`src/rtl/change_dispenser_pkg.sv`:
```
// Shared definitions for the change dispenser: coin denominations and the
// dispenser state encoding. Also imported by benches that model the dispenser.
package change_dispenser_pkg;

  localparam logic [15:0] COIN_10 = 16'd10;
  localparam logic [15:0] COIN_20 = 16'd20;

  typedef enum logic [2:0] {
    StIdle,
    StSelect,
    StIssue,
    StDone,
    StShort
  } disp_state_t;

endpackage

```
`src/rtl/change_dispenser_if.sv`:
```
// Bundle of the dispenser's request, hopper handshake, refill and status signals.
// Modports:
//   master - the dispenser: takes change_in, coin_ready and refill inputs, drives
//            the coin offer, status pulses and stock levels.
//   slave  - the surrounding machine / hopper driver side.
interface change_dispenser_if #(
  parameter int unsigned W     = 16,
  parameter int unsigned INV_W = 8
);

  logic [W-1:0]     change_in;
  logic             coin_valid;
  logic [W-1:0]     coin_value;
  logic             coin_ready;
  logic             refill_en;
  logic [INV_W-1:0] refill_10;
  logic [INV_W-1:0] refill_20;
  logic             busy;
  logic             done;
  logic             short;
  logic [W-1:0]     short_amount;
  logic             overrun;
  logic [INV_W-1:0] stock_10;
  logic [INV_W-1:0] stock_20;

  modport master (
    input  change_in, coin_ready, refill_en, refill_10, refill_20,
    output coin_valid, coin_value, busy, done, short, short_amount, overrun,
           stock_10, stock_20
  );

  modport slave (
    output change_in, coin_ready, refill_en, refill_10, refill_20,
    input  coin_valid, coin_value, busy, done, short, short_amount, overrun,
           stock_10, stock_20
  );

endinterface

```
`src/rtl/change_dispenser_coin_stock.sv`:
```
// Stock counter for one coin denomination.
// Ports:
//   clk, rst  - clock, asynchronous active-high reset (count returns to INIT)
//   refill_en - add refill to the count this cycle
//   refill    - number of coins added
//   take      - one coin leaves the stock this cycle
//   count     - current stock
// Refill and take in the same cycle combine as count + refill - 1, saturating at
// the counter maximum instead of wrapping.
module change_dispenser_coin_stock #(
  parameter int unsigned           INV_W = 8,
  parameter logic [INV_W-1:0]      INIT  = '0
) (
  input  logic             clk,
  input  logic             rst,
  input  logic             refill_en,
  input  logic [INV_W-1:0] refill,
  input  logic             take,
  output logic [INV_W-1:0] count
);

  logic [INV_W-1:0] count_q, count_d;
  logic [INV_W:0]   sum_add, sum;

  always_comb begin
    sum_add = {1'b0, count_q} + (refill_en ? {1'b0, refill} : '0);
    sum     = sum_add;
    // Guard keeps a stray take on an empty stock from wrapping into saturation.
    if (take && (sum_add != '0)) begin
      sum = sum_add - (INV_W + 1)'(1);
    end
    count_d = sum[INV_W] ? '1 : sum[INV_W-1:0];
  end

  always_ff @(posedge clk or posedge rst) begin
    if (rst) begin
      count_q <= INIT;
    end else begin
      count_q <= count_d;
    end
  end

  assign count = count_q;

endmodule

```
`src/rtl/change_dispenser.sv`:
```
// Change dispenser: takes a change amount from the vending FSM and pays it out
// greedily as 20- and 10-unit coins over a valid/ready handshake to the hopper.
// Ports:
//   clk - system clock, rising edge
//   rst - asynchronous active-high reset
//   bus - change_dispenser_if.master: change_in request, coin_valid/coin_value/
//         coin_ready handshake, refill_en/refill_10/refill_20, busy, done, short,
//         short_amount, overrun, stock_10, stock_20
// A request is the rising edge of change_in away from zero; a request arriving
// while busy is dropped and flagged with an overrun pulse.
module change_dispenser
  import change_dispenser_pkg::*;
#(
  parameter int unsigned      W       = 16,
  parameter int unsigned      INV_W   = 8,
  parameter logic [INV_W-1:0] INIT_10 = 8'd20,
  parameter logic [INV_W-1:0] INIT_20 = 8'd20
) (
  input logic                clk,
  input logic                rst,
  change_dispenser_if.master bus
);

  localparam logic [W-1:0] Val10 = W'(COIN_10);
  localparam logic [W-1:0] Val20 = W'(COIN_20);

  disp_state_t      state_q;
  logic [W-1:0]     change_in_q;
  logic [W-1:0]     remaining_q;
  logic             coin_valid_q;
  logic [W-1:0]     coin_value_q;
  logic             busy_q;
  logic             done_q;
  logic             short_q;
  logic [W-1:0]     short_amount_q;
  logic             overrun_q;

  logic             request;
  logic             accept;
  logic             take_10, take_20;
  logic [INV_W-1:0] stock_10, stock_20;

  assign request = (bus.change_in != '0) && (change_in_q == '0);
  assign accept  = (state_q == StIssue) && bus.coin_ready;
  assign take_20 = accept && (coin_value_q == Val20);
  assign take_10 = accept && (coin_value_q == Val10);

  change_dispenser_coin_stock #(
    .INV_W (INV_W),
    .INIT  (INIT_10)
  ) u_stock_10 (
    .clk       (clk),
    .rst       (rst),
    .refill_en (bus.refill_en),
    .refill    (bus.refill_10),
    .take      (take_10),
    .count     (stock_10)
  );

  change_dispenser_coin_stock #(
    .INV_W (INV_W),
    .INIT  (INIT_20)
  ) u_stock_20 (
    .clk       (clk),
    .rst       (rst),
    .refill_en (bus.refill_en),
    .refill    (bus.refill_20),
    .take      (take_20),
    .count     (stock_20)
  );

  always_ff @(posedge clk or posedge rst) begin
    if (rst) begin
      state_q        <= StIdle;
      change_in_q    <= '0;
      remaining_q    <= '0;
      coin_valid_q   <= 1'b0;
      coin_value_q   <= '0;
      busy_q         <= 1'b0;
      done_q         <= 1'b0;
      short_q        <= 1'b0;
      short_amount_q <= '0;
      overrun_q      <= 1'b0;
    end else begin
      change_in_q <= bus.change_in;
      done_q      <= 1'b0;
      short_q     <= 1'b0;
      overrun_q   <= request && busy_q;

      unique case (state_q)
        StIdle: begin
          if (request) begin
            remaining_q    <= bus.change_in;
            short_amount_q <= '0;
            busy_q         <= 1'b1;
            state_q        <= StSelect;
          end
        end
        StSelect: begin
          if ((remaining_q >= Val20) && (stock_20 != '0)) begin
            coin_value_q <= Val20;
            coin_valid_q <= 1'b1;
            state_q      <= StIssue;
          end else if ((remaining_q >= Val10) && (stock_10 != '0)) begin
            coin_value_q <= Val10;
            coin_valid_q <= 1'b1;
            state_q      <= StIssue;
          end else if (remaining_q == '0) begin
            done_q  <= 1'b1;
            state_q <= StDone;
          end else begin
            // short pulses while in StShort, alongside the remainder it reports
            short_q        <= 1'b1;
            short_amount_q <= remaining_q;
            state_q        <= StShort;
          end
        end
        StIssue: begin
          if (bus.coin_ready) begin
            remaining_q  <= remaining_q - coin_value_q;
            coin_valid_q <= 1'b0;
            coin_value_q <= '0;
            state_q      <= StSelect;
          end
        end
        StDone: begin
          busy_q  <= 1'b0;
          state_q <= StIdle;
        end
        StShort: begin
          remaining_q <= '0;
          busy_q      <= 1'b0;
          state_q     <= StIdle;
        end
        default: begin
          state_q <= StIdle;
        end
      endcase
    end
  end

  assign bus.coin_valid   = coin_valid_q;
  assign bus.coin_value   = coin_value_q;
  assign bus.busy         = busy_q;
  assign bus.done         = done_q;
  assign bus.short        = short_q;
  assign bus.short_amount = short_amount_q;
  assign bus.overrun      = overrun_q;
  assign bus.stock_10     = stock_10;
  assign bus.stock_20     = stock_20;

endmodule

```
`src/flat_wrapper.sv`:
```
// flat-port wrapper written by rule: the top's interface ports become plain ports
module change_dispenser_flat import change_dispenser_pkg::*;
#(
  parameter int unsigned      W       = 16,
  parameter int unsigned      INV_W   = 8,
  parameter logic [INV_W-1:0] INIT_10 = 8'd20,
  parameter logic [INV_W-1:0] INIT_20 = 8'd20
)
  (clk, rst, bus_change_in, bus_coin_ready, bus_refill_en, bus_refill_10, bus_refill_20, bus_coin_valid, bus_coin_value, bus_busy, bus_done, bus_short, bus_short_amount, bus_overrun, bus_stock_10, bus_stock_20);
  change_dispenser_if #(.W(W), .INV_W(INV_W)) bus_i ();
  input logic clk;
  input logic rst;
  input wire logic [$bits(bus_i.change_in)-1:0] bus_change_in;
  input wire logic [$bits(bus_i.coin_ready)-1:0] bus_coin_ready;
  input wire logic [$bits(bus_i.refill_en)-1:0] bus_refill_en;
  input wire logic [$bits(bus_i.refill_10)-1:0] bus_refill_10;
  input wire logic [$bits(bus_i.refill_20)-1:0] bus_refill_20;
  output wire logic [$bits(bus_i.coin_valid)-1:0] bus_coin_valid;
  output wire logic [$bits(bus_i.coin_value)-1:0] bus_coin_value;
  output wire logic [$bits(bus_i.busy)-1:0] bus_busy;
  output wire logic [$bits(bus_i.done)-1:0] bus_done;
  output wire logic [$bits(bus_i.short)-1:0] bus_short;
  output wire logic [$bits(bus_i.short_amount)-1:0] bus_short_amount;
  output wire logic [$bits(bus_i.overrun)-1:0] bus_overrun;
  output wire logic [$bits(bus_i.stock_10)-1:0] bus_stock_10;
  output wire logic [$bits(bus_i.stock_20)-1:0] bus_stock_20;
  assign bus_i.change_in = bus_change_in;
  assign bus_i.coin_ready = bus_coin_ready;
  assign bus_i.refill_en = bus_refill_en;
  assign bus_i.refill_10 = bus_refill_10;
  assign bus_i.refill_20 = bus_refill_20;
  assign bus_coin_valid = bus_i.coin_valid;
  assign bus_coin_value = bus_i.coin_value;
  assign bus_busy = bus_i.busy;
  assign bus_done = bus_i.done;
  assign bus_short = bus_i.short;
  assign bus_short_amount = bus_i.short_amount;
  assign bus_overrun = bus_i.overrun;
  assign bus_stock_10 = bus_i.stock_10;
  assign bus_stock_20 = bus_i.stock_20;
  change_dispenser #(.W(W), .INV_W(INV_W), .INIT_10(INIT_10), .INIT_20(INIT_20)) u_core (.clk(clk), .rst(rst), .bus(bus_i));
endmodule
```
`config.mk`:
```
export PLATFORM = sky130hd
export DESIGN_NAME = change_dispenser_flat
export DESIGN_NICKNAME = d
export VERILOG_FILES = /design/src/rtl/change_dispenser_pkg.sv /design/src/rtl/change_dispenser_if.sv /design/src/rtl/change_dispenser_coin_stock.sv /design/src/rtl/change_dispenser.sv /design/src/flat_wrapper.sv
export SDC_FILE = /design/constraint.sdc
export NUM_CORES = 1
export LEC_CHECK = 0
export ABC_AREA = 1
export BUFFER_PORTS_ARGS = -buffer_cell sky130_fd_sc_hd__buf_2
export CAP_MARGIN = 10
export CORE_MARGIN = 2
export CORE_UTILIZATION = 40
export CTS_CLUSTER_DIAMETER = 120
export DETAILED_ROUTE_END_ITERATION = 10
export PLACE_DENSITY = 0.58
export SKIP_CTS_REPAIR_TIMING = 1
export SLEW_MARGIN = 25
export SYNTH_ARGS = -nofsm -noshare
export SYNTH_HDL_FRONTEND = slang
export SYNTH_HIERARCHICAL = 1
export SYNTH_SLANG_ARGS = --single-unit
```
`constraint.sdc`:
```
create_clock -name clk -period 5.65 [get_ports clk]
set_clock_uncertainty 0.15 [all_clocks]
set_input_delay 0.565 -clock clk [delete_from_list [all_inputs] [get_ports clk]]
set_output_delay 0.565 -clock clk [all_outputs]
set_load 0.1 [all_outputs]
```
# Yosys cells after proc, flatten, opt, wreduce, memory -nomap -nowiden
# Cells that the tools add are included.
# W data, S select, Z words.
# word_totals
wordCells	96
input_bits	36
output_inout_bits	53
register_bits	88
# op_classes
muxes	38
reduce_logical	27
n_eq_ne	12
addsub	5
order_cmp	2
# op_table
cell	n
$mux W16	9
$pmux W16 S2	2
$pmux W16 S3	1
$logic_not A16 Y1	2
$mux W8	4
$add A8 B9 Y9	2
$mux W9	2
$reduce_bool A9 Y1	2
$sub A9 B1 Y9 const B	2
$eq A16 B4 Y1 const B	1
$eq A16 B5 Y1 const B	1
$ge A16 B4 Y1 const B	1
$ge A16 B5 Y1 const B	1
$reduce_bool A16 Y1	1
$reduce_bool A8 Y1	2
$sub A16 B16 Y16	1
$mux W3	5
$mux W1	12
$logic_and A1 B1 Y1	9
$pmux W3 S3	1
$ne A2 B2 Y1 const B	4
$eq A3 B2 Y1 const B	2
$reduce_and A3 Y1	2
$reduce_bool A2 Y1	3
10 further kinds	12

# Logic depth before layout (Yosys ltp)
# depth
ltp_word	6
depth_mapped	19
depth_no_buf	18

# Modules after synthesis
# Netlist, hierarchy kept.
# by_module_without_submodules
mod	area_each_um2	instances	cells_per_inst	seq_area_each_um2
change_dispenser	3362.0	1	468	1451.4
change_dispenser_coin_stock	1129.8	2	177	202.7

# Worst setup path before layout
# Ideal clock, no wire load.
# synth_timing
path_kind	flip-flop to flip-flop
startpoint	reg u_core.u_stock_10.count_q[0], in the netlist u_core/u_stock_10/count[0]
endpoint	reg u_core.u_stock_10.count_q[0], in the netlist u_core/u_stock_10/count[0]
period_less_slack_ns	2.999
slack_ns	2.651
arrival_ns	2.727
path_stages_with_launch	16
n_path_buf	0
required_time_ns	5.378
setup_time_ns	0.122
path_cell_list	dfrtp_1 > ha_1 > inv_1 > fa_1 > inv_1 > nand3_1 > nand2_2 > nand2_1 > nand3_2 > nand2_4 > nor2_4 > nand3_4 > nand2_4 > inv_4 > a21oi_4 > nand2_1
# synth_between
elab_chain_cells	5
word_cells_on_any_way	6
# synth_lines
item	line_no	rtl
from (decl)	change_dispenser_coin_stock.sv:22	logic [INV_W-1:0] count_q, count_d;
from (signal assigned)	change_dispenser_coin_stock.sv:39	count_q <= count_d;
$add A8 B9 Y9 (*)	change_dispenser_coin_stock.sv:26	sum_add = {1'b0, count_q} + (refill_en ? {1'b0, refill} : '0);
parallel branches: the longest is 2 deep, another holds $sub A9 B1 Y9	n/a	
$mux W9 (*)	change_dispenser_coin_stock.sv:29	if (take && (sum_add != '0)) begin
$mux W8 (*)	change_dispenser_coin_stock.sv:32	count_d = sum[INV_W] ? '1 : sum[INV_W-1:0];
named net u_core.u_stock_10.count_d[0]	change_dispenser_coin_stock.sv:22	
# Mark *: on every way through the listed nets, which the timed path passes.
# A chain may end at the register's enable or synchronous reset.

# Worst setup path in the final report
# layout_timing
startpoint	in bus_refill_en
endpoint	reg u_core.u_stock_20.count_q[5], in the netlist u_core/u_stock_20/count[5]
# layout_between
elab_chain_cells	6
word_cells_on_any_way	7
# layout_lines
item	line_no	rtl
from (decl)	flat_wrapper.sv:15	input wire logic [$bits(bus_i.refill_en)-1:0] bus_refill_en;
$mux W8 (*)	change_dispenser_coin_stock.sv:26	
$add A8 B9 Y9 (*)	change_dispenser_coin_stock.sv:26	
parallel branches: the longest is 2 deep, another holds $sub A9 B1 Y9	n/a	
$mux W9 (*)	change_dispenser_coin_stock.sv:29	
$mux W8 (*)	change_dispenser_coin_stock.sv:32	
named net u_core.u_stock_20.count_d[5]	change_dispenser_coin_stock.sv:22	
to (signal assigned)	change_dispenser_coin_stock.sv:39	
to (decl)	change_dispenser_coin_stock.sv:22	
# Marked as above.

==> results_dict.tcl <==
set metrics [dict create \
    drive_gt1_share_pct 18.7 \
    synth-async-reset-ratio_pct 100 \
    critPathMaxStageDelay_ns 0.43 \
    critPathArrivalTime_ns 2.85 \
    grt_max_degree 59 \
    grt_use_total_pct 19.3 \
    core_um2 13800 \
    via_per_inst 4.71 \
    synth_edf_count 0 \
    fp.dieH_um 123 \
    clock_path_buffers 2 \
    cp_max_fo 16 \
    setup-tns-final_ns 0 \
    utilization_pct 46.2 \
    crit_chain "buf_2 -> nand2_1 -> inv_1 -> ha_1 -> inv_1 -> fa_1 -> inv_1 -> nand3_1 -> nand2_2 -> nand2_1 -> nand3_2 -> nand2_4 -> nor2_4 -> nand3_4 -> nand2_4 -> inv_4 -> nand2_2 -> nand4_1" \
    wl_met1_um 6380 \
    hpwl_um 10900 \
    antenna_found_initial 1 \
    grt-ovfl-total 0 \
    ys_seq_area_share_pct 33.0 \
    hold_viol_final 0 \
    synthFlopType "dfrtp_1" \
    layout.nets 957 \
    crit_slowest_cell "fa_1" \
    vias 5077 \
    die_x_um 123 \
    drc 0 \
    finalInstanceArea_um2 6390 \
    wl_per_cell_um 12.7 \
    path_common_cell "inv_1" \
    fin_crit_sh_pct 49.6 \
    cts_root_buf "clkbuf_16" \
    cts_inserted_buffers 9 \
    finalMaxSlewViolations 0 \
    fin_crit_ns 2.80 \
    syn_area_um2 5620 \
    layout_common_cells "nand2_1 (265), inv_1 (109), nand3_1 (106), nor2_1 (85), buf_2 (76)" \
    ys_types 37 \
    start_kind "input port" \
    tritoncts "done" \
    synth_warnings 6 \
    start_util_pct 40.7 \
    place.gp.congestion 0.907 \
    top_layer "met4" \
    wl_met2_um 6590 \
    critPathKind "input port to register" \
    dpl_cell_area_um2 6090 \
    yosys_register_bits 74 \
    r2r-start "u_core/state_q[2]" \
    rsz0062_at_grt "false" \
    clock.fmax_mhz 357 \
    worstPathRequired_ns 5.70 \
    critPathTopFamily "simple AND/OR/NAND/NOR gates" \
    dr.pass1.iters 5 \
    core.rowCount 43 \
    mostFrequentLayoutCell "nand2_1" \
    clk_latency_ns 0.34 \
    ios 89 \
    cp_num_buf_inv 5 \
    critPathCaptureType "register" \
    syn2layout_area_growth_pct 13.6 \
    clk_pin_slew_worst_paths_ns 0.06 \
    setup-violations-final 0 \
    relSlewSlack_pct 49.8 \
    grt_pass1_wl_um 22600 \
    drtIter0Drc 248 \
    clock_sinks 74 \
    finalWirelength_um 13700 \
    route.met3.wl_um 428 \
    cap_violations 0 \
    port_buffers 76 \
    netlist_instances 822 \
    ant_nets 0 \
    outcome "complete, no violations" \
    tightest_slew_ns 0.753 \
    grt_pass1_vias 4726 \
    synth.avg_cell_area_um2 6.84 \
    hp-class "input port to asynchronous set/reset pin" \
    h-tree-depth 3 \
    startpoint "bus_refill_en" \
    dieArea_um2 15000 \
]
kinds of logic (layout without fill, tap and decap cells):
family,count (synthesis),after routing,share of synthesized area [%]
AND/OR/NAND/NOR,530,530,43.4
buffers and inverters,151,216,11.8
flip-flops,74,74,33.0
adder cells (fa/ha/maj),27,27,6.41
AO/OA/AOI/OAI,27,27,3.09
XOR/XNOR,12,12,2.14
other,1,13,0.0667
worst paths after layout:
path	endpoint	slack [ns]	cells past startpoint
worst min register to register	u_core/remaining_q[0]	0.35	2
max in group asynchronous	u_core/bus.short_amount[2]	4.53	3
worst min-delay path	u_core/u_stock_10/count[7]	0.03	2
worst max register to register	u_core/u_stock_20/count[5]	3.07	8
min in group clk	u_core/change_in_q[8]	0.20	1
worst max-delay path	u_core/u_stock_20/count[5]	2.85	18
metrics by stage:
stage                     worst slack, ns  hold slack, ns  cells
final                                2.85          0.0318   1079
after detailed placement             2.50           0.335   1063
after global placement               2.56           0.328   1063
after CTS                            2.83          0.0348   1078
after global routing                 2.55          0.0552   1078
after floorplan                      2.65           0.229    833
layout make-up:
class                      count  area, um^2
antenna                        1        2.50
clock buffer                  13         250
clock inverter                 2        37.5
fill                        1453        7440
inverter                     124         470
multi-input combinational    608        3160
sequential                    74        1860
tap                          180         225
timing repair buffer          77         388
registers in the layout, indices dropped and copies added, names as in the netlist:
register                 count
u_core/bus.short_amount     16
u_core/bus.coin_value        2
u_core/remaining_q          16
u_core/u_stock_20/count      8
u_core/change_in_q          16
u_core/bus.busy              1
u_core/bus.overrun           1
u_core/bus.coin_valid        1
u_core/bus.short             1
u_core/state_q               3
u_core/u_stock_10/count      8
u_core/bus.done              1
cell usage after synthesis (all sizes together), types with 7 or more instances:
library cell | count | area, um^2
nor3 | 7 | 45.0
nand3 | 113 | 623
nand4 | 17 | 121
o21ai | 11 | 55.1
nor2 | 102 | 460
inv | 124 | 470
ha | 24 | 300
dfrtp | 70 | 1750
a21oi | 13 | 95.1
nand2 | 288 | 1170
xor2 | 8 | 85.1
buf | 24 | 183
routing by layer:
layer,track usage [%],up-vias
met5,0,-
met4,7.04,0
met3,3.25,15
met2,32.6,78
met1,24.7,2298
li1,-,2686
Power is left out: the tool's default activity adds up to more than one toggle a clock period on the data nets, which glitch-free logic cannot reach.
